`src/rtl/decode_pkg.sv`:
```
// Shared types, constants and helpers for the ARMv7-subset decode stage.
//   alu_op_t     - 3-bit operation code sent to execute
//   op_t         - major opcode class in instruction bits [27:26]
//   CMD_*        - data-processing command encodings (instruction bits [24:21])
//   issue_pkt_t  - width-independent part of the registered issue packet
//   expand_imm() - ARM modified-immediate expansion (imm8 ROR 2*rot4)
package decode_pkg;

  // Widest datapath the helper below can expand into.
  localparam int MAX_DATA_WIDTH = 64;
  // Architectural index of the program counter.
  localparam int PC_REG = 15;

  typedef enum logic [2:0] {
    ALU_ADD = 3'd0,
    ALU_SUB = 3'd1,
    ALU_AND = 3'd2,
    ALU_ORR = 3'd3,
    ALU_MOV = 3'd4
  } alu_op_t;

  typedef enum logic [1:0] {
    OP_DP  = 2'b00,
    OP_MEM = 2'b01,
    OP_BR  = 2'b10
  } op_t;

  localparam logic [3:0] CMD_AND = 4'b0000;
  localparam logic [3:0] CMD_SUB = 4'b0010;
  localparam logic [3:0] CMD_ADD = 4'b0100;
  localparam logic [3:0] CMD_CMP = 4'b1010;
  localparam logic [3:0] CMD_ORR = 4'b1100;
  localparam logic [3:0] CMD_MOV = 4'b1101;

  // Operand and destination widths depend on the stage parameters, so those
  // registers live beside this struct in the stage itself.
  typedef struct packed {
    logic       valid;
    alu_op_t    alu_op;
    logic [3:0] cond;
    logic       set_flags;
    logic       reg_write_en;
    logic       mem_write_en;
    logic       mem_to_reg;
    logic       branch;
  } issue_pkt_t;

  // Rotate the zero-extended imm8 right by 2*rot4 inside a 'width'-bit word.
  // The result is returned in MAX_DATA_WIDTH bits with everything above
  // 'width' cleared; callers truncate to their own datapath.
  function automatic logic [MAX_DATA_WIDTH-1:0] expand_imm(input logic [11:0] src2,
                                                           input int width);
    logic [MAX_DATA_WIDTH-1:0] base;
    logic [MAX_DATA_WIDTH-1:0] rotated;
    logic [MAX_DATA_WIDTH-1:0] mask;
    int rot;
    base = {{(MAX_DATA_WIDTH-8){1'b0}}, src2[7:0]};
    rot  = 2 * int'(src2[11:8]);
    if (rot == 0) rotated = base;
    else          rotated = (base >> rot) | (base << (width - rot));
    if (width >= MAX_DATA_WIDTH) mask = '1;
    else mask = (MAX_DATA_WIDTH'(1) << width) - MAX_DATA_WIDTH'(1);
    return rotated & mask;
  endfunction

endpackage

```
`src/rtl/decode_pipe_stage_if.sv`:
```
// Bus bundle around the decode stage: fetch-side handshake, flush,
// write-back port and the issue packet towards execute.
//   master - the surrounding pipeline (drives fetch/WB/flush, accepts packets)
//   slave  - the decode stage
interface decode_pipe_stage_if #(
  parameter int DATA_WIDTH = 32,
  parameter int ADDR_WIDTH = 4
);
  logic                  fetch_valid;
  logic                  fetch_ready;
  logic [31:0]           instruction;
  logic [DATA_WIDTH-1:0] pc;
  logic                  flush;
  logic                  wb_write_en;
  logic [ADDR_WIDTH-1:0] wb_address;
  logic [DATA_WIDTH-1:0] wb_data;
  logic                  issue_valid;
  logic                  issue_ready;
  logic [DATA_WIDTH-1:0] operand1;
  logic [DATA_WIDTH-1:0] operand2;
  logic [DATA_WIDTH-1:0] store_data;
  logic [2:0]            alu_opcode;
  logic [3:0]            cond;
  logic                  set_flags;
  logic                  reg_write_en;
  logic [ADDR_WIDTH-1:0] dest;
  logic                  mem_write_en;
  logic                  mem_to_reg;
  logic                  branch;

  modport master (
    output fetch_valid, instruction, pc, flush, wb_write_en, wb_address, wb_data, issue_ready,
    input  fetch_ready, issue_valid, operand1, operand2, store_data, alu_opcode, cond,
           set_flags, reg_write_en, dest, mem_write_en, mem_to_reg, branch
  );

  modport slave (
    input  fetch_valid, instruction, pc, flush, wb_write_en, wb_address, wb_data, issue_ready,
    output fetch_ready, issue_valid, operand1, operand2, store_data, alu_opcode, cond,
           set_flags, reg_write_en, dest, mem_write_en, mem_to_reg, branch
  );
endinterface

```
`src/rtl/regfile_bypass.sv`:
```
// Architectural register file with write-back bypass.
//   clk, reset       - clock; async active-high reset clears every register
//   pc               - address of the instruction being decoded
//   rd_addr/rd_data  - NUM_READ asynchronous read ports
//   wr_en/addr/data  - synchronous write port (writes to R15 are dropped)
// Reads of R15 return pc+8; a read that matches the write in flight returns
// the write data so decode sees the value in the same cycle.
module regfile_bypass
  import decode_pkg::*;
#(
  parameter int DATA_WIDTH = 32,
  parameter int NUM_REGS   = 16,
  parameter int ADDR_WIDTH = $clog2(NUM_REGS),
  parameter int NUM_READ   = 3
) (
  input  logic                  clk,
  input  logic                  reset,
  input  logic [DATA_WIDTH-1:0] pc,
  input  logic [ADDR_WIDTH-1:0] rd_addr [NUM_READ],
  output logic [DATA_WIDTH-1:0] rd_data [NUM_READ],
  input  logic                  wr_en,
  input  logic [ADDR_WIDTH-1:0] wr_addr,
  input  logic [DATA_WIDTH-1:0] wr_data
);
  localparam logic [ADDR_WIDTH-1:0] PC_IDX = ADDR_WIDTH'(PC_REG);

  logic [DATA_WIDTH-1:0] regs [NUM_REGS];
  logic [DATA_WIDTH-1:0] pc_plus8;

  assign pc_plus8 = pc + DATA_WIDTH'(8);

  always_ff @(posedge clk or posedge reset) begin
    if (reset) begin
      for (int i = 0; i < NUM_REGS; i++) regs[i] <= '0;
    end else if (wr_en && (wr_addr != PC_IDX)) begin
      regs[wr_addr] <= wr_data;
    end
  end

  for (genvar gi = 0; gi < NUM_READ; gi++) begin : g_read
    assign rd_data[gi] = (rd_addr[gi] == PC_IDX)                ? pc_plus8 :
                         (wr_en && (wr_addr == rd_addr[gi]))    ? wr_data  :
                                                                  regs[rd_addr[gi]];
  end
endmodule

```
`src/rtl/decode_pipe_stage.sv`:
```
// ARMv7-subset decode stage between fetch and execute.
//   clk, reset - clock; async active-high reset returns everything to idle
//   bus        - slave side of decode_pipe_stage_if: fetch handshake,
//                flush, write-back port and the registered issue packet
// Decodes DP (AND/SUB/ADD/ORR/MOV/CMP), LDR/STR with imm12 and B; reads
// operands through regfile_bypass; inserts one bubble on a load-use hazard.
// DATA_WIDTH must not exceed decode_pkg::MAX_DATA_WIDTH.
module decode_pipe_stage
  import decode_pkg::*;
#(
  parameter int DATA_WIDTH = 32,
  parameter int NUM_REGS   = 16,
  parameter int ADDR_WIDTH = $clog2(NUM_REGS)
) (
  input logic           clk,
  input logic           reset,
  decode_pipe_stage_if.slave bus
);
  logic [31:0]           instr;
  logic [5:0]            funct;
  logic [3:0]            cmd;
  logic [ADDR_WIDTH-1:0] rn_idx, rm_idx, rd_idx;
  logic [DATA_WIDTH-1:0] rn_val, rm_val, rd_val;
  logic [ADDR_WIDTH-1:0] rf_addr [3];
  logic [DATA_WIDTH-1:0] rf_data [3];

  issue_pkt_t            ctrl_next, ctrl_reg;
  logic [DATA_WIDTH-1:0] op1_next, op2_next, store_next;
  logic [DATA_WIDTH-1:0] op1_reg, op2_reg, store_reg;
  logic [ADDR_WIDTH-1:0] dest_next, dest_reg;
  logic                  dec_ok, uses_rn, uses_rm, uses_rd;

  // Destination of the LDR currently sitting in the output register.
  logic                  lu_valid_reg;
  logic [ADDR_WIDTH-1:0] lu_dest_reg;

  logic advance, ld_use, hazard, take;

  assign instr  = bus.instruction;
  assign funct  = instr[25:20];
  assign cmd    = funct[4:1];
  assign rn_idx = ADDR_WIDTH'(instr[19:16]);
  assign rd_idx = ADDR_WIDTH'(instr[15:12]);
  assign rm_idx = ADDR_WIDTH'(instr[3:0]);

  assign rf_addr[0] = rn_idx;
  assign rf_addr[1] = rm_idx;
  assign rf_addr[2] = rd_idx;
  assign rn_val     = rf_data[0];
  assign rm_val     = rf_data[1];
  assign rd_val     = rf_data[2];

  regfile_bypass #(
    .DATA_WIDTH(DATA_WIDTH), .NUM_REGS(NUM_REGS), .ADDR_WIDTH(ADDR_WIDTH), .NUM_READ(3)
  ) u_regfile (
    .clk(clk), .reset(reset), .pc(bus.pc),
    .rd_addr(rf_addr), .rd_data(rf_data),
    .wr_en(bus.wb_write_en), .wr_addr(bus.wb_address), .wr_data(bus.wb_data)
  );

  always_comb begin
    ctrl_next  = '0;
    op1_next   = '0;
    op2_next   = '0;
    store_next = '0;
    dest_next  = '0;
    dec_ok     = 1'b0;
    uses_rn    = 1'b0;
    uses_rm    = 1'b0;
    uses_rd    = 1'b0;
    ctrl_next.cond = instr[31:28];
    case (instr[27:26])
      OP_DP: begin
        dec_ok                 = 1'b1;
        uses_rn                = 1'b1;
        op1_next               = rn_val;
        dest_next              = rd_idx;
        ctrl_next.reg_write_en = 1'b1;
        ctrl_next.set_flags    = funct[0];
        if (funct[5]) begin
          op2_next = DATA_WIDTH'(expand_imm(instr[11:0], DATA_WIDTH));
        end else begin
          op2_next = rm_val;
          uses_rm  = 1'b1;
        end
        case (cmd)
          CMD_AND: ctrl_next.alu_op = ALU_AND;
          CMD_SUB: ctrl_next.alu_op = ALU_SUB;
          CMD_ADD: ctrl_next.alu_op = ALU_ADD;
          CMD_ORR: ctrl_next.alu_op = ALU_ORR;
          CMD_MOV: begin
            // MOV only passes Op2 through; Rn is not a true source.
            ctrl_next.alu_op = ALU_MOV;
            uses_rn          = 1'b0;
          end
          CMD_CMP: begin
            ctrl_next.alu_op       = ALU_SUB;
            ctrl_next.reg_write_en = 1'b0;
            ctrl_next.set_flags    = 1'b1;
          end
          default: dec_ok = 1'b0;
        endcase
      end
      OP_MEM: begin
        dec_ok                 = 1'b1;
        uses_rn                = 1'b1;
        op1_next               = rn_val;
        op2_next               = DATA_WIDTH'(instr[11:0]);
        dest_next              = rd_idx;
        ctrl_next.alu_op       = funct[3] ? ALU_ADD : ALU_SUB;
        ctrl_next.mem_to_reg   = funct[0];
        ctrl_next.reg_write_en = funct[0];
        ctrl_next.mem_write_en = !funct[0];
        if (!funct[0]) begin
          store_next = rd_val;
          uses_rd    = 1'b1;
        end
      end
      OP_BR: begin
        dec_ok           = 1'b1;
        op1_next         = bus.pc + DATA_WIDTH'(8);
        // Signed cast sign-extends the word offset to the datapath width.
        op2_next         = DATA_WIDTH'($signed({instr[23:0], 2'b00}));
        ctrl_next.alu_op = ALU_ADD;
        ctrl_next.branch = 1'b1;
      end
      default: dec_ok = 1'b0;
    endcase
    ctrl_next.valid = dec_ok;
  end

  // The output register may change when empty or when execute takes it.
  assign advance = !ctrl_reg.valid || bus.issue_ready;
  assign ld_use  = lu_valid_reg &&
                   ((uses_rn && (rn_idx == lu_dest_reg)) ||
                    (uses_rm && (rm_idx == lu_dest_reg)) ||
                    (uses_rd && (rd_idx == lu_dest_reg)));
  // Only when the LDR leaves this cycle would the consumer land directly
  // behind it; a bubble in between gives the load data time to return.
  assign hazard  = bus.fetch_valid && dec_ok && ld_use && ctrl_reg.valid && bus.issue_ready;
  assign take    = bus.fetch_valid && dec_ok && !hazard;

  // Flush accepts and drops whatever fetch is offering.
  assign bus.fetch_ready = !reset && (bus.flush || (advance && !hazard));

  always_ff @(posedge clk or posedge reset) begin
    if (reset) begin
      ctrl_reg     <= '0;
      op1_reg      <= '0;
      op2_reg      <= '0;
      store_reg    <= '0;
      dest_reg     <= '0;
      lu_valid_reg <= 1'b0;
      lu_dest_reg  <= '0;
    end else if (bus.flush || (advance && !take)) begin
      // Flush, bubble or undecodable input: hold an all-zero packet.
      ctrl_reg     <= '0;
      op1_reg      <= '0;
      op2_reg      <= '0;
      store_reg    <= '0;
      dest_reg     <= '0;
      lu_valid_reg <= 1'b0;
      lu_dest_reg  <= '0;
    end else if (advance) begin
      ctrl_reg     <= ctrl_next;
      op1_reg      <= op1_next;
      op2_reg      <= op2_next;
      store_reg    <= store_next;
      dest_reg     <= dest_next;
      lu_valid_reg <= ctrl_next.mem_to_reg;
      lu_dest_reg  <= dest_next;
    end
  end

  assign bus.issue_valid  = ctrl_reg.valid;
  assign bus.alu_opcode   = ctrl_reg.alu_op;
  assign bus.cond         = ctrl_reg.cond;
  assign bus.set_flags    = ctrl_reg.set_flags;
  assign bus.reg_write_en = ctrl_reg.reg_write_en;
  assign bus.mem_write_en = ctrl_reg.mem_write_en;
  assign bus.mem_to_reg   = ctrl_reg.mem_to_reg;
  assign bus.branch       = ctrl_reg.branch;
  assign bus.operand1     = op1_reg;
  assign bus.operand2     = op2_reg;
  assign bus.store_data   = store_reg;
  assign bus.dest         = dest_reg;
endmodule
```
`src/flat_wrapper.sv`:
```
// flat-port wrapper written by rule: the top's interface ports become plain ports
module decode_pipe_stage_flat import decode_pkg::*;
#(
  parameter int DATA_WIDTH = 32,
  parameter int NUM_REGS   = 16,
  parameter int ADDR_WIDTH = $clog2(NUM_REGS)
)
  (clk, reset, bus_fetch_valid, bus_instruction, bus_pc, bus_flush, bus_wb_write_en, bus_wb_address, bus_wb_data, bus_issue_ready, bus_fetch_ready, bus_issue_valid, bus_operand1, bus_operand2, bus_store_data, bus_alu_opcode, bus_cond, bus_set_flags, bus_reg_write_en, bus_dest, bus_mem_write_en, bus_mem_to_reg, bus_branch);
  decode_pipe_stage_if #(.DATA_WIDTH(DATA_WIDTH), .ADDR_WIDTH(ADDR_WIDTH)) bus_i ();
  input logic clk;
  input logic reset;
  input wire logic [$bits(bus_i.fetch_valid)-1:0] bus_fetch_valid;
  input wire logic [$bits(bus_i.instruction)-1:0] bus_instruction;
  input wire logic [$bits(bus_i.pc)-1:0] bus_pc;
  input wire logic [$bits(bus_i.flush)-1:0] bus_flush;
  input wire logic [$bits(bus_i.wb_write_en)-1:0] bus_wb_write_en;
  input wire logic [$bits(bus_i.wb_address)-1:0] bus_wb_address;
  input wire logic [$bits(bus_i.wb_data)-1:0] bus_wb_data;
  input wire logic [$bits(bus_i.issue_ready)-1:0] bus_issue_ready;
  output wire logic [$bits(bus_i.fetch_ready)-1:0] bus_fetch_ready;
  output wire logic [$bits(bus_i.issue_valid)-1:0] bus_issue_valid;
  output wire logic [$bits(bus_i.operand1)-1:0] bus_operand1;
  output wire logic [$bits(bus_i.operand2)-1:0] bus_operand2;
  output wire logic [$bits(bus_i.store_data)-1:0] bus_store_data;
  output wire logic [$bits(bus_i.alu_opcode)-1:0] bus_alu_opcode;
  output wire logic [$bits(bus_i.cond)-1:0] bus_cond;
  output wire logic [$bits(bus_i.set_flags)-1:0] bus_set_flags;
  output wire logic [$bits(bus_i.reg_write_en)-1:0] bus_reg_write_en;
  output wire logic [$bits(bus_i.dest)-1:0] bus_dest;
  output wire logic [$bits(bus_i.mem_write_en)-1:0] bus_mem_write_en;
  output wire logic [$bits(bus_i.mem_to_reg)-1:0] bus_mem_to_reg;
  output wire logic [$bits(bus_i.branch)-1:0] bus_branch;
  assign bus_i.fetch_valid = bus_fetch_valid;
  assign bus_i.instruction = bus_instruction;
  assign bus_i.pc = bus_pc;
  assign bus_i.flush = bus_flush;
  assign bus_i.wb_write_en = bus_wb_write_en;
  assign bus_i.wb_address = bus_wb_address;
  assign bus_i.wb_data = bus_wb_data;
  assign bus_i.issue_ready = bus_issue_ready;
  assign bus_fetch_ready = bus_i.fetch_ready;
  assign bus_issue_valid = bus_i.issue_valid;
  assign bus_operand1 = bus_i.operand1;
  assign bus_operand2 = bus_i.operand2;
  assign bus_store_data = bus_i.store_data;
  assign bus_alu_opcode = bus_i.alu_opcode;
  assign bus_cond = bus_i.cond;
  assign bus_set_flags = bus_i.set_flags;
  assign bus_reg_write_en = bus_i.reg_write_en;
  assign bus_dest = bus_i.dest;
  assign bus_mem_write_en = bus_i.mem_write_en;
  assign bus_mem_to_reg = bus_i.mem_to_reg;
  assign bus_branch = bus_i.branch;
  decode_pipe_stage #(.DATA_WIDTH(DATA_WIDTH), .NUM_REGS(NUM_REGS), .ADDR_WIDTH(ADDR_WIDTH)) u_core (.clk(clk), .reset(reset), .bus(bus_i));
endmodule
```
`config.mk`:
```
export PLATFORM = sky130hd
export DESIGN_NAME = decode_pipe_stage_flat
export DESIGN_NICKNAME = d
export VERILOG_FILES = /design/src/rtl/decode_pkg.sv /design/src/rtl/decode_pipe_stage_if.sv /design/src/rtl/regfile_bypass.sv /design/src/rtl/decode_pipe_stage.sv /design/src/flat_wrapper.sv
export SDC_FILE = /design/constraint.sdc
export NUM_CORES = 2
export LEC_CHECK = 0
export CAP_MARGIN = 10
export CORE_MARGIN = 2
export CORE_UTILIZATION = 45
export CTS_CLUSTER_DIAMETER = 100
export DETAILED_ROUTE_END_ITERATION = 6
export PLACE_DENSITY = 0.65
export SLEW_MARGIN = 20
export SYNTH_ARGS = -nofsm -noshare
export SYNTH_HDL_FRONTEND = slang
export SYNTH_SLANG_ARGS = --single-unit
```
`constraint.sdc`:
```
create_clock -name clk -period 18.24 [get_ports clk]
set_input_delay 1.824 -clock clk [delete_from_list [all_inputs] [get_ports clk]]
set_output_delay 1.824 -clock clk [all_outputs]
set_load 0.02 [all_outputs]
```
Yosys cells after proc, flatten, opt, wreduce, memory -nomap -nowiden --
Cells that the tools add are included.
Storage, ports and cells: register bits 626, input bits 106, word-level logic and storage cells 153
Cells by class: add/sub/neg operators 2, $lt $le $gt $ge 5, equality and inequality tests 17, shifts and indexed selects 2, mux-type cells 57, bitwise gates (word level) 6, reductions and logical operators 35
Operators by type and width (number):
- $mux 32 | 27
- $bwmux 512 | 1
- $bmux 32 s4 | 3
- $demux 32 s4 | 1
- $pmux 32 s3 | 1
- $pmux 32 s2 | 1
- $add 32x4->32 const B | 1
- $and 32x32->32 | 1
- $logic_not 32->1 | 1
- $or 32x32->32 | 1
- $shl 8x32->32 | 1
- $shr 8x5->32 | 1
- $mux 13 | 2
- $eq 4x4->1 | 6
- $eq 4x4->1 const B | 6
- $ge 5x5->1 const B | 4
- $not 4->5 | 4
- $logic_and 1x1->1 | 17
- $mux 4 | 3
- $pmux 3 s4 | 1
- $mux 1 | 11
- $sub 6x5->7 const A | 1
- $pmux 1 s2 | 3
- $pmux 3 s2 | 1
- other kinds (14) | 25

Logic depth before layout (Yosys ltp) --
depth after elaboration 16, mapped depth 13

Modules after synthesis --
From an unflattened synthesis, not the netlist that was laid out.
Second synthesis, totals: cells, all modules 3018, area total of the unflattened synthesis 39137.5 um2
By module, submodules not included:
- regfile_bypass | instances 1, cells an instance 2325, area an instance 32628.8 um2
- decode_pipe_stage | instances 1, cells an instance 693, area an instance 6508.7 um2

Least setup slack after synthesis --
OpenSTA, ideal clock, no wires.
path kind input to output, start point input bus_instruction[23], end point output bus_fetch_ready, data arrival time 3.258 ns, data required time 16.416 ns, path slack 13.158 ns, stages on the path 6, buffers on the path 1, cells stage by stage buf_2 nand4b_1 a21oi_1 nor4_1 a311o_1 a211oi_1
Between the ends: word-level cells in the longest chain between the ends 14, elaborated cells on any way between the ends 23, classes of those cells eq/ne: 5; mux: 4; reduce/logical: 14
Ends and longest elaborated chain:
- start, declared | RTL line flat_wrapper.sv:13 | input wire logic [$bits(bus_i.instruction)-1:0] bus_instruction;
- $eq 4x4->1 | RTL line decode_pipe_stage.sv:86 | case (cmd)
- $mux 1 | RTL line decode_pipe_stage.sv:86
- $pmux 1 s2 | RTL line decode_pipe_stage.sv:72 | case (instr[27:26])
- $logic_and 1x1->1 | RTL line decode_pipe_stage.sv:135 | ((uses_rn && (rn_idx == lu_dest_reg)) ||
- $logic_or 1x1->1 | RTL line decode_pipe_stage.sv:135
- $logic_or 1x1->1 | RTL line decode_pipe_stage.sv:136 | (uses_rm && (rm_idx == lu_dest_reg)) ||
- $logic_and 1x1->1 | RTL line decode_pipe_stage.sv:134 | assign ld_use = lu_valid_reg &&
- $logic_and 1x1->1 * (3 in a row) | RTL line decode_pipe_stage.sv:140 | assign hazard = bus.fetch_valid && dec_ok && ld_use && ctrl_reg.valid && bus.issue_ready;
- $logic_not 1->1 * | RTL line decode_pipe_stage.sv:144 | assign bus.fetch_ready = !reset && (bus.flush || (advance && !hazard));
- $logic_and 1x1->1 * | RTL line decode_pipe_stage.sv:144
- $logic_or 1x1->1 * | RTL line decode_pipe_stage.sv:144
- $logic_and 1x1->1 * | RTL line decode_pipe_stage.sv:144
- end, declared | RTL line flat_wrapper.sv:20 | output wire logic [$bits(bus_i.fetch_ready)-1:0] bus_fetch_ready;
Every way passes the cells marked *; elsewhere a longest branch is shown, timed or not.

Worst setup path after layout --
start point input bus_instruction[26], end point output bus_fetch_ready
Between the ends: word-level cells in the longest chain between the ends 13, elaborated cells on any way between the ends 22, classes of those cells eq/ne: 2; mux: 4; reduce/logical: 16
Ends and longest elaborated chain (RTL line):
- $eq 2x1->1 or $logic_not 2->1 (tied branches) | decode_pipe_stage.sv:72
- $pmux 1 s2 or $mux 1 (tied branches) | decode_pipe_stage.sv:72
- $logic_and 1x1->1, on equally long branches | decode_pipe_stage.sv:135, decode_pipe_stage.sv:136
- $logic_or 1x1->1 | decode_pipe_stage.sv:135
- $logic_or 1x1->1 | decode_pipe_stage.sv:136
- $logic_and 1x1->1 | decode_pipe_stage.sv:134
- $logic_and 1x1->1 * (3 in a row) | decode_pipe_stage.sv:140
- $logic_not 1->1 * | decode_pipe_stage.sv:144
- $logic_and 1x1->1 * | decode_pipe_stage.sv:144
- $logic_or 1x1->1 * | decode_pipe_stage.sv:144
- $logic_and 1x1->1 * | decode_pipe_stage.sv:144
Marks and branches as above.

==> impl_metrics.csv <==
group,metric,value,unit
outcome,status,"complete, no violations",
clock_network,ctsHtreeMaxLevel,3,
layout,nets,3083,
timing,period_needed,6.93,ns
timing,setup_violations,0,
layout,syn_to_final_growth,12.8,%
clock_network,root_buffer,"clkbuf_16",
flow_run,max-cap-violations,0,
placed_design,postPlaceCellArea,41800,µm²
timing,clock_skew,0.0302,ns
clock_network,cts_made_buffers,72,
setup_path,path_max_fanout,23,
route,remaining_drc_errors,0,
synthesis,synth_seq_area_share,39.9,%
synthesis,synthesis.nets,3091,
setup_path,criticalPathCategory,"in -> out",
global_routing,grt_use_total,30.9,%
die,initial_core_util,45.3,%
clock_network,cts_tree,"done",
synthesis,netlist_area,39200,µm²
timing,fin_setup_tns,0,ns
synthesis,yosysTopAreaCell,"dfrtp_1",
layout,largest_reg_flops,512,
die,fp-row-count,108,
route,vias,29214,
route,via_per_inst,6.99,
layout,design_area,44200,µm²
route,wl_per_cell,33.2,µm
setup_path,worstPathRequired,16.42,ns
global_routing,grt_pass1_vias,29561,
global_routing,antenna_found_initial,7,
timing,timing.fmax,144,MHz
synthesis,ys_warn_count,0,
timing,final.period_utilization,38.0,%
setup_path,arrival,5.10,ns
clock_network,numClockSinks,625,
clock_network,clk_latency,0.64,ns
placed_design,gp_congestion,0.973,
global_routing,grt.overflow.total,0,
timing,slew_violations,0,
route,wl,139000,µm
synthesis,synth_edf_count,0,
power_and_ir_drop,p_leak,17.4,nW
route,dr.pass1.iters,7,
die,dieArea,89400,µm²
die,die-height,299,µm
die,io-pin-count,220,
synthesis,synthTopCellsByArea,"dfrtp_1 (40%), mux4_2 (23%), mux2_2 (14%), mux2i_1 (2.5%), clkbuf_1 (2.2%)",
global_routing,grt_max_degree,197,
clock_network,hold_buffers,0,
die,core_area,86500,µm²
timing,relSlewSlack,28.0,%
synthesis,async_flop_share,100,%
clock_network,clockBufferDepth,3,
timing,hold_viol,0,
clock_network,cts-resized-gates,0,
synthesis,ys_seq_elements,625,
setup_path,crit_path_start_kind,"primary input",
power_and_ir_drop,power.density,102,nW/µm²
setup_path,cp-end-kind,"primary output",
synthesis,ys.flop_type,"dfrtp_1",
clock_network,clk_pin_slew,0.05,ns
synthesis,synth_cells,2979,
synthesis,yosysTopAreaCellShare,39.9,%
global_routing,grt_pass1_wl,205000,µm
hold_path,hold_path.class,"reg -> reg",
route,ant_nets,0,
clock_network,postCtsSetupRepairBufs,0,
layout,top_register,"u_core.u_regfile.regs",
placed_design,port_buffers,219,
die,die_w,299,µm
timing,worst_pin_slew,1.08,ns
power_and_ir_drop,peakVddDrop,0.0798,mV
layout,drive_gt1_share,37.1,%
route,drt_iter0_drc,3318,
synthesis,synth.distinct_cells,72,
placed_design,hpwl,88500,µm
timing,rsz0062_at_grt,"false",
synthesis,synth.avg_cell_area,13.1,µm²
## synth_stat cells (all sizes together), types with 13 or more instances
master / n
a211oi: 85
a21oi: 117
a221oi: 17
a22o: 31
a31oi: 13
a32o: 19
buf: 139
clkbuf: 225
dfrtp: 625
inv: 20
mux2: 500
mux2i: 97
mux4: 409
nand2: 134
nand2b: 18
nand3: 29
nand4: 17
nor2: 82
nor2b: 49
nor3: 19
o21ai: 103
o221ai: 30
xnor2: 31
xor2: 23
## power by group
part	switching, W	internal [W]
Sequential	0.000252	0.00164
Combinational	0.000487	0.000681
Clock	0.000615	0.000848
## critical path, cell delays in order
cell             delay [ns]
clkdlybuf4s50_1        0.57
inv_1                  0.11
ha_1                   0.21
buf_4                  0.23
inv_1                  0.13
nor2_1                 0.06
buf_4                  0.23
a311o_1                0.44
a211oi_1               0.57
clkdlybuf4s50_1        0.72
## cell families (layout without fill, tap and decap cells)
kind of cell	count (synthesis)	after routing	synth area share [%]
multiplexers	1006	1006	40.5
flip-flops	625	625	39.9
AO/OA/AOI/OAI	509	509	8.91
AND/OR/NAND/NOR	395	395	4.89
buffers and inverters	384	427	4.39
XOR/XNOR	54	54	1.21
adder cells (fa/ha/maj)	6	6	0.192
other	0	4	0
## per-stage QoR
step / setup WS, ns / utilization, % / hold slack [ns] / cells / power [W]
finish: 11.31 / 51.1 / 0.414 / 4181 / 0.00452
global placement: 11.37 / 48.3 / 0.392 / 4051 / 0.00299
CTS: 11.39 / 51.0 / 0.415 / 4176 / 0.00452
global route: 11.31 / 51.1 / 0.428 / 4179 / 0.00470
detailed placement: 11.41 / 48.3 / 0.401 / 4051 / 0.00306
floorplan: 7.88 / - / 0.456 / 2979 / 0.00271
## metal layers
layer	vias up	GRT usage, %	part of all wire, %
li1	11641	-	-
met1	15493	43.5	41
met2	1784	46.7	45
met3	288	7.42	10
met4	8	11.2	3.4
met5	-	0	0.040
## worst paths after layout
kind,end,start,cells after the start,slack (ns)
max in group asynchronous,u_core.u_regfile.regs[354]$_DFFE_PP0P_,reset,6,14.00
min in group asynchronous,u_core.bus.cond[1]$_DFFE_PP0P_,reset,3,1.81
max,bus_fetch_ready,bus_instruction[26],10,11.31
min,u_core.u_regfile.regs[9]$_DFFE_PP0P_,u_core.u_regfile.regs[9]$_DFFE_PP0P_,0,0.41
max reg2reg,u_core.bus.store_data[7]$_DFFE_PP0P_,u_core.bus.dest[1]$_DFFE_PP0P_,8,14.69
min reg2reg,u_core.u_regfile.regs[9]$_DFFE_PP0P_,u_core.u_regfile.regs[9]$_DFFE_PP0P_,0,0.41
## layout make-up
class | count | area [µm²]
repair buffers | 282 | 2740
diodes | 4 | 10.0
multi-input cells | 1970 | 21900
fillers | 7223 | 42300
well taps | 1155 | 1450
inverters | 20 | 78.8
flip-flops and latches | 625 | 15600
clock inverters | 27 | 253
clock buffers | 98 | 2060
## placed cells by master, fill, tap and decap left out, drive strengths merged, types with 19 or more instances in the layout
master	synthesis	routed
buf	139	73
o21ai	103	103
xnor2	31	31
nor2b	49	49
nand2	134	134
a211oi	85	85
clkbuf	225	100
nor3	19	19
nor2	82	82
inv	20	23
mux2	500	500
mux2i	97	97
o221ai	30	30
a32o	19	19
mux4	409	409
clkdlybuf4s50	0	207
dfrtp	625	625
a21oi	117	117
a22o	31	31
xor2	23	23
nand3	29	29
No activity file was read; power rests on OpenSTA's default activity.
